$ cat src/rtl/pgm_prefetch.sv
// Instruction prefetch queue between the combinational program ROM and the decode stage.
// Optional macro PGM_PREFETCH_HOLD_EN adds fetch_hold, which pauses ROM fetches with the queue intact.
module pgm_prefetch #(
    parameter int                            bus_addr_pgm_width = 11,
    parameter int                            DEPTH              = 4,
    parameter logic [bus_addr_pgm_width-1:0] reset_vector       = '0
) (
    input  logic                          clk,
    input  logic                          rst,
    output logic [bus_addr_pgm_width-1:0] pmem_a,
    input  logic [15:0]                   pmem_d,
    input  logic                          flush,
    input  logic [bus_addr_pgm_width-1:0] flush_addr,
`ifdef PGM_PREFETCH_HOLD_EN
    input  logic                          fetch_hold,
`endif
    output logic [15:0]                   instr,
    output logic [bus_addr_pgm_width-1:0] instr_addr,
    output logic                          instr_valid,
    input  logic                          instr_ready,
    output logic [$clog2(DEPTH):0]        level
);

    localparam int AW = bus_addr_pgm_width;
    localparam int PW = $clog2(DEPTH);
    localparam int CW = PW + 1;

    typedef struct packed {
        logic [AW-1:0] addr;
        logic [15:0]   data;
    } entry_t;

    entry_t        mem_q [DEPTH];
    logic [AW-1:0] fp_q, fp_d;
    logic [PW-1:0] rp_q, rp_d;
    logic [PW-1:0] wp_q, wp_d;
    logic [CW-1:0] count_q, count_d;
    logic          hold;
    logic          pop;
    logic          push;

`ifdef PGM_PREFETCH_HOLD_EN
    assign hold = fetch_hold;
`else
    assign hold = 1'b0;
`endif

    assign instr_valid = (count_q != '0);
    assign pop         = instr_valid & instr_ready & ~flush;
    // A full queue still accepts a new word when the head leaves in the same cycle.
    assign push        = ~flush & ~hold & ((count_q < CW'(DEPTH)) | pop);

    // NOTE: combinational blocks use blocking assignments and give every output a
    // default first, so no path leaves a variable unassigned and no latch is inferred.
    always_comb begin
        fp_d    = fp_q;
        rp_d    = rp_q;
        wp_d    = wp_q;
        count_d = count_q;
        if (flush) begin
            fp_d    = flush_addr;
            rp_d    = '0;
            wp_d    = '0;
            count_d = '0;
        end else begin
            if (push) begin
                fp_d = fp_q + AW'(1);
                wp_d = wp_q + PW'(1);
            end
            if (pop) begin
                rp_d = rp_q + PW'(1);
            end
            count_d = count_q + CW'(push) - CW'(pop);
        end
    end

    // NOTE: sequential state uses non-blocking assignments so every register samples
    // the pre-edge values regardless of statement order.
    always_ff @(posedge clk) begin
        if (!rst) begin
            fp_q    <= reset_vector;
            rp_q    <= '0;
            wp_q    <= '0;
            count_q <= '0;
            // NOTE: the storage is cleared only so instr/instr_addr read as 0 after reset;
            // correctness never depends on it, since empty entries are never presented.
            mem_q   <= '{default: '0};
        end else begin
            fp_q    <= fp_d;
            rp_q    <= rp_d;
            wp_q    <= wp_d;
            count_q <= count_d;
            if (push) begin
                mem_q[wp_q] <= '{addr: fp_q, data: pmem_d};
            end
        end
    end

    assign pmem_a     = fp_q;
    assign instr      = mem_q[rp_q].data;
    assign instr_addr = mem_q[rp_q].addr;
    assign level      = count_q;

endmodule

$ cat config.mk
export PLATFORM = sky130hd
export DESIGN_NAME = pgm_prefetch
export DESIGN_NICKNAME = d
export VERILOG_FILES = /design/src/rtl/pgm_prefetch.sv
export SDC_FILE = /design/constraint.sdc
export NUM_CORES = 1
export LEC_CHECK = 0
export BUFFER_PORTS_ARGS = -buffer_cell sky130_fd_sc_hd__buf_2
export CAP_MARGIN = 30
export CORE_UTILIZATION = 45
export CTS_CLUSTER_DIAMETER = 50
export CTS_CLUSTER_SIZE = 40
export DETAILED_ROUTE_END_ITERATION = 7
export PLACE_DENSITY_LB_ADDON = 0.3
export REMOVE_ABC_BUFFERS = 1
export SLEW_MARGIN = 20
export SYNTH_ARGS = -nofsm -noshare
export SYNTH_HDL_FRONTEND = slang
export SYNTH_SLANG_ARGS = --single-unit
$ cat constraint.sdc
create_clock -name clk -period 5.9 [get_ports clk]
set_input_delay 1.475 -clock clk [delete_from_list [all_inputs] [get_ports clk]]
set_output_delay 1.475 -clock clk [all_outputs]
set_load 0.03 [all_outputs]
==> results of run 1 <==
==> metrics by stage <==
step | hold WS (ns) | utilization | instance area (um2) | total power (W)
2_1_floorplan | 0.432 | - | 5380 | 0.00103
3_3_place_gp | 0.438 | 0.492 | 6000 | 0.00110
3_5_place_dp | 0.443 | 0.494 | 6030 | 0.00110
4_1_cts | 0.451 | 0.542 | 6620 | 0.00213
5_1_grt | 0.469 | 0.542 | 6620 | 0.00219
6_report | 0.450 | 0.542 | 6620 | 0.00212
==> flip-flops by register name, indices dropped and copies added, names as in the netlist <==
signal,cells
level,3
mem_q,108
pmem_a,11
rp_q,2
wp_q,2
==> cell usage in the layout (no fill, tap or decap), drive strengths merged, types with 2 or more instances in the layout <==
cell	instances
buf	80
a31oi	2
o21ai	6
nand3	8
a211oi	5
and2	4
nand2b	2
bufinv	2
a21boi	57
and3	4
clkbuf	26
o22ai	2
inv	7
ha	7
dfxtp	126
a21oi	58
nand2	232
clkinv	5
nor2	10
xnor2	12
mux4	27
nor3	3
==> logic make-up after synthesis <==
| kind of cell | count (synthesis) |
|---|---|
| muxes | 27 |
| adders and majority gates | 8 |
| buffers and inverters | 57 |
| and+or+nand+nor | 268 |
| xor gates and xnor gates | 13 |
| DFF | 126 |
| AOI/OAI and AO/OA | 132 |
==> worst min-delay path by stage <==
| stage | to | slack (ns) | cells after the start |
|---|---|---|---|
| 3_3_place_gp | mem_q[67] | 0.44 | 2 |
| 3_5_place_dp | mem_q[75] | 0.44 | 2 |
| 6_report | mem_q[33] | 0.45 | 2 |
| 2_1_floorplan | mem_q[60] | 0.43 | 2 |
| 4_1_cts | mem_q[65] | 0.45 | 2 |
| 5_1_grt | mem_q[74] | 0.47 | 2 |
==> power breakdown <==
group / total (W) / switching, W / leakage [nW] / internal, W
clock: 0.00104 / 0.000364 / 0.294 / 0.000675
sequential: 0.000901 / 0.0000251 / 1.02 / 0.000876
combinational: 0.000181 / 0.000117 / 1.13 / 0.0000639
==> worst register-to-register path, cell delays in order (launching register included) <==
cell and delay (ns):
dfxtp_1 0.46, nor3_1 0.40, nor2_1 0.15, ha_1 0.31, inv_1 0.05, ha_1 0.14
inv_1 0.05, fa_1 0.38, xor2_1 0.16, xnor2_1 0.16, nor2_1 0.05
==> area by class of cell <==
cell class	instances	area (um2)	share of cell area
Clock buffer	26	509	0.0769
Clock inverter	6	80.1	0.0121
Inverter	8	30.0	0.00454
Multi-Input combinational cell	448	2830	0.427
Sequential cell	126	2520	0.381
Tap cell	168	210	0.0318
Timing Repair Buffer	80	440	0.0665
==> layer usage <==
metal / part of all wire / global-route usage
met1: 0.46 / 0.300
met2: 0.48 / 0.373
met3: 0.046 / 0.0548
met4: 0.012 / 0.0753
met5: 0 / 0
==> qor.csv, run 1 <==
stage;metric;value;unit
status;status;complete, no violations;
clock_network;setup repair bufs after CTS;0;
synthesis;Post-Synth XOR/XNOR Area;0.0199;
final_layout;Nets;720;
grt;largest net degree at the start of global routing;67;
timing;worst-case clock skew;0.00867;ns
worst_hold_path;hold_sp;mem_q[33];
clock_network;Num CTS Buffers;17;
synthesis;Post-synth EDFFs;0;
floorplanning;initial core utilization;0.469;
grt;first-pass GRT wire length;23000;um
synthesis;cell area after synthesis;5730;um2
worst_setup_path;FF-to-FF setup slack;3.48;ns
grt;total grt overflow;0;
synthesis;Syn. warnings;0;
synthesis;Synth Area in Simple Gates;0.201;
drt;DRT Pass-1 Iters;4;
worst_setup_path;CP Max Fanout;22;
drt;drt drc;0;
synthesis;Primary FF master, synth;dfxtp_1;
timing;Final setup viols;0;
power_and_ir_drop;pwr/cell area;320;nW/um2
timing;final worst path period share;0.622;
clock_network;htree depth;4;
synthesis;most common cell in the netlist;nand2_1;
synthesis;mux contribution to synthesized area;0.106;
grt;initial antenna violation count;0;
final_layout;fillcell total;1131;
drt;drt via density;5.31;
worst_setup_path;Largest stage delay, worst path;0.59;ns
power_and_ir_drop;Leakage;2.44;nW
synthesis;Area contributors post-synth;dfxtp_1, nand2_1, mux4_2;
clock_network;Sink Count;126;
synthesis;Synth cell types;37;
final_layout;area delta synth->final;15.6;%
worst_setup_path;WP data required;4.43;ns
timing;final hold violation count;0;
drt;via count;4579;
floorplanning;die width;115;um
floorplanning;core footprint;12200;um2
drt;DRT iter0 DRCs;385;
worst_setup_path;Buf/Inv on CP;2;
drt;DR WL/cell;16.4;um
clock_network;CTS Root Cell;clkbuf_16;
final_layout;# diodes;0;
grt;vias in the first global route;4546;
worst_setup_path;critical path arrival;2.20;ns
synthesis;Synth Instances;631;
placement;hpwl dp;8560;um
timing;Slew @ Worst Pin;0.762;ns
clock_network;PostCTS Resize Cnt;0;
grt;Total GRT Usage;0.229;
clock_network;TritonCTS clock tree;built;
worst_setup_path;R2R depth;10;
worst_setup_path;Levels on crit path;3;
worst_setup_path;crit path from;rp_q[0];
final_layout;share of post-route cells with drive strength above 1;0.218;
synthesis;post-synth top area cell;dfxtp_1;
clock_network;Worst-path clk slew;0.06;ns
timing;FMAX;0.272;GHz
placement;Post-Place Cells;830;
timing;crit path time final;3.67;ns
worst_hold_path;Hold Path Class;flip-flop to flip-flop;
placement;Final GP Congestion;0.799;
timing;TNS Setup;0;ns
synthesis;Avg Synthesized Cell Area;9.08;um2
worst_setup_path;Top delay family on crit path;buffers and inverters;
synthesis;post-synthesis adder-cell area fraction;0.0188;
timing;worst setup margin;2.23;ns
drt;Final Routed Wirelength;14100;um
worst_setup_path;crit path launch type;flip-flop;
synthesis;largest family of logic cells by synthesized area;simple AND/OR/NAND/NOR gates;
worst_setup_path;Worst path slowest cell;dfxtp_1;
timing;RSZ-0062 raised after global routing;false;
worst_setup_path;Setup CP Type;flip-flop to output port;
worst_setup_path;CP Capture Point;instr_addr[10];
clock_network;Clock Path Buffers;2;
synthesis;Synth Area in Compound Gates;0.148;
synthesis;Synth Register Bits;126;
synthesis;share of Yosys cell area claimed by the top area cell type;0.440;
timing;Final Slew Violations;0;
worst_setup_path;r2r endpoint;level[2];
synthesis;top post-synthesis cells by count;nand2_1, dfxtp_1, a21oi_1;
run;max-cap violation count;0;
final_layout;fin cells;862;
floorplanning;Die Y;115;um
placement;Port Buffer Count;72;
floorplanning;die area;13200;um2
clock_network;Hold Buf Count CTS;0;
worst_setup_path;R2R Path Start;level[2];
placement;pre-CTS worst setup slack;1.95;ns
synthesis;Seq/Total Area, Yosys;0.440;
timing;Rel. slew slack;0.489;
power_and_ir_drop;peak supply drop;0.186;mV
synthesis;asr flop ratio synth;0;
worst_setup_path;kind of end point of the critical path;output port;
worst_setup_path;CP Cell Sequence;buf_4 -> mux4_2 -> buf_2;
floorplanning;IO Count;73;
drt;post-route ant nets;0;
floorplanning;num rows;40;
clock_network;worst-skew pair later-pin latency;0.41;ns
(Power assumes the default switching activity.)
==> run 2, diff against run 1 <==
Settings changed: ABC_AREA from default to 1.
Clock period 5.9 ns to 3.4 ns, I/O delays scaled along.
==> run 2 against run 1 <==
Effect of this change:
- the run now ends with DRC left
- flip-flop and latch count stayed put
- setup slack worse by 1.9 ns
- combinational power is 140% higher
- critical path type unchanged
- largest cell class unchanged
==> qor.csv, run 2 <==
stage;metric;value;unit
status;failing checks;DRC;
power_and_ir_drop;Clk network pwr share;0.490;
synthesis;cell area after synthesis;5470;um2
timing;final hold violation count;0;
clock_network;PostCTS Resize Cnt;0;
clock_network;setup repair bufs after CTS;0;
synthesis;share of Yosys cell area claimed by the top area cell type;0.461;
floorplanning;num rows;39;
clock_network;Num CTS Buffers;17;
final_layout;finished layout cell area;6470;um2
worst_setup_path;Largest stage delay, worst path;0.54;ns
final_layout;Reg with most FFs;mem_q;
drt;drt via density;5.50;
synthesis;largest family of logic cells by synthesized area;compound AO/OA/AOI/OAI gates;
clock_network;TritonCTS clock tree;built;
worst_setup_path;crit path launch type;flip-flop;
drt;DRT iter0 DRCs;539;
timing;FMAX;0.329;GHz
synthesis;Synth cell types;31;
worst_setup_path;CP Max Fanout;32;
timing;hold slack;0.478;ns
timing;Rel. slew slack;0.541;
drt;post-route ant nets;0;
synthesis;Primary FF master, synth;dfxtp_1;
power_and_ir_drop;net switching power;0.000990;W
synthesis;mux contribution to synthesized area;0;
worst_setup_path;critical path arrival;2.19;ns
grt;met2 usage;0.384;
synthesis;Synth Register Bits;126;
synthesis;Synth Area in Simple Gates;0.194;
synthesis;asr flop ratio synth;0;
power_and_ir_drop;Reg power frac;0.401;
drt;via count;5110;
final_layout;share of post-route cells with drive strength above 1;0.162;
final_layout;Nets;812;
power_and_ir_drop;Internal;0.00299;W
floorplanning;die area;12600;um2
placement;placed cell areas;5830;um2
clock_network;Sink Count;126;
synthesis;Post-synth EDFFs;0;
clock_network;Worst-path clk slew;0.06;ns
synthesis;Area contributors post-synth;dfxtp_1, o21ai_0, nor2_1;
clock_network;Clock Path Buffers;2;
floorplanning;die width;112;um
synthesis;Avg Synthesized Cell Area;7.57;um2
timing;final worst path period share;0.893;
worst_setup_path;kind of end point of the critical path;output port;
worst_setup_path;r2r endpoint;level[2];
final_layout;commonest non-fill, non-tap cell in the layout;nor2_1;
power_and_ir_drop;Sw Share;0.249;
power_and_ir_drop;pwr/cell area;614;nW/um2
final_layout;fin cells;929;
worst_setup_path;Top delay family on crit path;buffers and inverters;
grt;Total GRT Usage;0.236;
clock_network;CTS Root Cell;clkbuf_16;
grt;total grt overflow;0;
placement;Final GP Congestion;0.937;
clock_network;worst-skew pair later-pin latency;0.41;ns
synthesis;Syn. warnings;0;
clock_network;Hold Buf Count CTS;0;
grt;vias in the first global route;4634;
worst_hold_path;Hold Path Class;flip-flop to flip-flop;
synthesis;post-synthesis adder-cell area fraction;0.0197;
floorplanning;core footprint;11600;um2
timing;crit path time final;3.04;ns
placement;Port Buffer Count;72;
worst_setup_path;Buf/Inv on CP;3;
worst_hold_path;worst hold endpoint;mem_q[31];
worst_setup_path;R2R Path Start;level[2];
grt;gr busiest metal;met2;
placement;hpwl dp;8410;um
synthesis;Seq/Total Area, Yosys;0.461;
timing;Final Slew Violations;0;
final_layout;area delta synth->final;18.3;%
worst_setup_path;R2R depth;9;
synthesis;Synth Area in Compound Gates;0.252;
grt;met3 Resource Use GR;0.0464;
drt;drt drc;4;
worst_hold_path;hold path cells;2;
timing;Slew @ Worst Pin;0.685;ns
power_and_ir_drop;peak supply drop;0.327;mV
grt;first-pass GRT wire length;23300;um
worst_setup_path;WP data required;2.55;ns
drt;DR WL/cell;15.4;um
timing;worst-case clock skew;0.00657;ns
run;max-cap violation count;0;
worst_setup_path;crit path from;rp_q[0];
floorplanning;initial core utilization;0.471;
drt;DRT Pass-1 Iters;8;
timing;Final setup viols;0;
final_layout;number of flip-flops in the largest register;108;
power_and_ir_drop;Tot Pwr;0.00398;W
final_layout;commonest cells after routing, fill and taps aside;nor2_1, o21ai_0, dfxtp_1, buf_2, a21oi_1;
drt;Final Routed Wirelength;14300;um
grt;met1 usage;0.309;
power_and_ir_drop;Leakage;2.68;nW
grt;largest net degree at the start of global routing;63;
synthesis;post-synth top area cell;dfxtp_1;
synthesis;most common cell in the netlist;nor2_1;
worst_setup_path;CP Cell Sequence;clkinv_1 -> buf_12 -> o21ai_0 -> o22ai_1 -> buf_2;
floorplanning;Die Y;112;um
placement;Post-Place Cells;897;
worst_setup_path;Worst path slowest cell;clkinv_1;
synthesis;top post-synthesis cells by count;nor2_1, o21ai_0, dfxtp_1;
final_layout;# diodes;0;
synthesis;Post-Synth XOR/XNOR Area;0.00320;
power_and_ir_drop;Comb power frac;0.109;
floorplanning;IO Count;73;
clock_network;htree depth;4;
grt;initial antenna violation count;0;
synthesis;Synth Instances;723;
worst_hold_path;hold_sp;mem_q[31];
worst_setup_path;Levels on crit path;5;
final_layout;utilization after layout;0.557;
status;status;finished with violations;
timing;RSZ-0062 raised after global routing;false;
worst_setup_path;Setup CP Type;flip-flop to output port;
worst_setup_path;FF-to-FF setup slack;1.12;ns
-- run 2: changes by cell type in the layout (fill, tap and decap cells not counted), sizes merged, moves of 25 or more --
cell / change
mux4: -27
nand2: -199
o21ai: +165
o22ai: +25
a21boi: -57
nor2: +194
-- run 2: area by class of cell --
class / instances / area, um2
clock inverters: 10 / 159
fillers: 1104 / 5140
repair buffers: 78 / 418
clock buffers: 22 / 484
multi-input cells: 522 / 2570
well taps: 143 / 179
flip-flops and latches: 126 / 2520
inverters: 28 / 138
-- run 2: cells by family (layout without fill, tap and decap cells) --
kind of cell | count (synthesis) | after routing
AO/OA/AOI/OAI | 262 | 262
XOR/XNOR | 2 | 2
adder cells (fa/ha/maj) | 8 | 8
buffers and inverters | 75 | 138
flip-flops | 126 | 126
AND/OR/NAND/NOR | 250 | 250
-- run 2: worst max-delay path by stage --
stage	endpoint	slack (ns)
after floorplan	instr[0]	-0.26
after global placement	level[2]	0.48
after detailed placement	level[2]	0.39
after CTS	instr_addr[9]	0.37
after global routing	instr[14]	0.19
final	instr_addr[9]	0.36
-- run 2: worst reg2reg max path, delay by kind of cell (launching register included) --
| family | cells | cell delay [ns] |
|---|---|---|
| buffers and inverters | 3 | 0.21 |
| adder cells (fa/ha/maj) | 3 | 0.79 |
| flip-flops | 1 | 0.49 |
| AO/OA/AOI/OAI | 2 | 0.42 |
| AND/OR/NAND/NOR | 1 | 0.30 |
-- run 2: power groups by stage --
stage,Clock (W),Sequential [W],Combinational [W]
6_report,0.00195,0.00159,0.000433
3_5_place_dp,0,0.00162,0.000432
5_1_grt,0.00204,0.00160,0.000475
4_1_cts,0.00197,0.00159,0.000434
2_1_floorplan,0,0.00163,0.000270
3_3_place_gp,0,0.00162,0.000422
-- run 2: routing by layer --
metal / up-vias / routed length [um]
li1: 2548 / -
met1: 2374 / 6550
met2: 172 / 6720
met3: 16 / 852
met4: 0 / 191
met5: - / 0
-- run 2: stage by stage --
stage | TNS, ns | setup slack, ns
after floorplan | -6.99 | -0.259
after global placement | 0 | 0.477
after detailed placement | 0 | 0.390
after CTS | 0 | 0.368
after global routing | 0 | 0.189
final | 0 | 0.365
==> run 3, diff against run 2 <==
Settings changed: CORE_UTILIZATION 45 to 40.
==> run 3 against run 2 <==
Effect of this change:
- the flow now finishes without violations
- die area rose by 12%
- maximum frequency rose by 7.8%
- critical path depth stayed put
- routed wire length fell by 0.27%
- largest power group unchanged
- highest routed layer unchanged
==> qor.csv, run 3 (same netlist as run 2, synthesis figures left out) <==
stage;metric;value;unit
status;status;complete, no violations;
clock_network;PostCTS Resize Cnt;0;
grt;vias in the first global route;4622;
timing;FMAX;0.355;GHz
floorplanning;num rows;42;
clock_network;Worst-path clk slew;0.05;ns
timing;hold slack;0.475;ns
drt;drt via density;5.18;
placement;Final GP Congestion;0.871;
worst_setup_path;WP data required;2.55;ns
drt;DR WL/cell;14.8;um
run;max-cap violation count;0;
grt;Total GRT Usage;0.214;
final_layout;fillcell total;1331;
clock_network;Num CTS Buffers;17;
worst_setup_path;Setup CP Type;flip-flop to output port;
timing;crit path time final;2.82;ns
worst_setup_path;kind of end point of the critical path;output port;
timing;Rel. slew slack;0.613;
timing;Final setup viols;0;
clock_network;Clock Path Buffers;2;
power_and_ir_drop;Tot Pwr;0.00374;W
timing;Slew @ Worst Pin;0.581;ns
drt;post-route ant nets;0;
final_layout;share of post-route cells with drive strength above 1;0.159;
final_layout;# diodes;0;
worst_setup_path;crit path launch type;flip-flop;
grt;largest net degree at the start of global routing;59;
floorplanning;die area;14100;um2
placement;Port Buffer Count;72;
final_layout;area delta synth->final;17.7;%
worst_setup_path;critical path arrival;1.97;ns
worst_hold_path;Hold Path Class;flip-flop to flip-flop;
timing;TNS Setup;0;ns
final_layout;commonest non-fill, non-tap cell in the layout;nor2_1;
power_and_ir_drop;peak supply drop;0.365;mV
floorplanning;core footprint;13300;um2
placement;hpwl dp;8290;um
final_layout;number of flip-flops in the largest register;108;
drt;drt drc;0;
drt;DRT iter0 DRCs;414;
clock_network;htree depth;4;
timing;final worst path period share;0.828;
clock_network;worst-skew pair later-pin latency;0.41;ns
worst_setup_path;CP Max Fanout;42;
clock_network;CTS Root Cell;clkbuf_16;
timing;worst-case clock skew;0.00949;ns
drt;via count;4982;
timing;Final Slew Violations;0;
power_and_ir_drop;Leakage;2.65;nW
clock_network;setup repair bufs after CTS;0;
final_layout;Nets;813;
grt;initial antenna violation count;0;
floorplanning;Die Y;119;um
timing;final hold violation count;0;
drt;Final Routed Wirelength;14300;um
grt;total grt overflow;0;
final_layout;utilization after layout;0.484;
floorplanning;die width;119;um
clock_network;TritonCTS clock tree;built;
power_and_ir_drop;pwr/cell area;580;nW/um2
grt;first-pass GRT wire length;23800;um
floorplanning;IO Count;73;
drt;DRT Pass-1 Iters;5;
timing;RSZ-0062 raised after global routing;false;
final_layout;commonest cells after routing, fill and taps aside;nor2_1, o21ai_0, dfxtp_1, buf_2, a21oi_1;
clock_network;Hold Buf Count CTS;0;
floorplanning;initial core utilization;0.411;
final_layout;Reg with most FFs;mem_q;
clock_network;Sink Count;126;
run 3: cell count changes in the layout (fill, tap and decap cells not counted), sizes merged:
cell | previous run | this run
bufinv | 4 | 1
buf | 78 | 79
clkinvlp | 2 | 1
clkbuf | 22 | 25
run 3: metrics by stage:
step | instance area [um2] | instances | setup WS (ns)
finish | 6440 | 962 | 0.585
global route | 6440 | 962 | 0.428
CTS | 6440 | 962 | 0.568
detailed placement | 5880 | 931 | 0.364
global placement | 5880 | 931 | 0.465
floorplan | 5230 | 676 | -0.259
run 3: final cells by class:
| class | count | area (um2) | share of cell area |
|---|---|---|---|
| Multi-Input combinational cell | 522 | 2570 | 0.399 |
| Clock buffer | 25 | 505 | 0.0785 |
| Timing Repair Buffer | 79 | 425 | 0.0661 |
| Sequential cell | 126 | 2520 | 0.392 |
| Clock inverter | 6 | 57.6 | 0.00894 |
| Inverter | 28 | 138 | 0.0214 |
| Tap cell | 176 | 220 | 0.0342 |
run 3: metal layers:
| layer | vias to the layer above | routed length, um | global-route usage |
|---|---|---|---|
| li1 | 2541 | - | - |
| met1 | 2277 | 6970 | 0.294 |
| met2 | 158 | 6340 | 0.332 |
| met3 | 6 | 861 | 0.0560 |
| met4 | 0 | 91 | 0.0506 |
| met5 | - | 0 | 0 |
run 3: critical path, stage by stage (launching register included):
cell and delay, ns:
dfxtp_2 0.33, clkinv_1 0.37, buf_12 0.34, o21ai_0 0.18, o22ai_1 0.12, buf_2 0.19
run 3: worst paths after layout:
path	from	to	slack, ns	cells past startpoint
min reg2reg	mem_q[40]	mem_q[40]	0.48	2
max reg2reg	level[2]	level[2]	1.10	9
min	mem_q[40]	mem_q[40]	0.48	2
max	rp_q[0]	instr[3]	0.58	5
run 3: report_power, final:
group	internal (W)	total, W	switching (W)
Sequential	0.00155	0.00159	0.0000439
Clock	0.00109	0.00171	0.000620
Combinational	0.000135	0.000431	0.000296
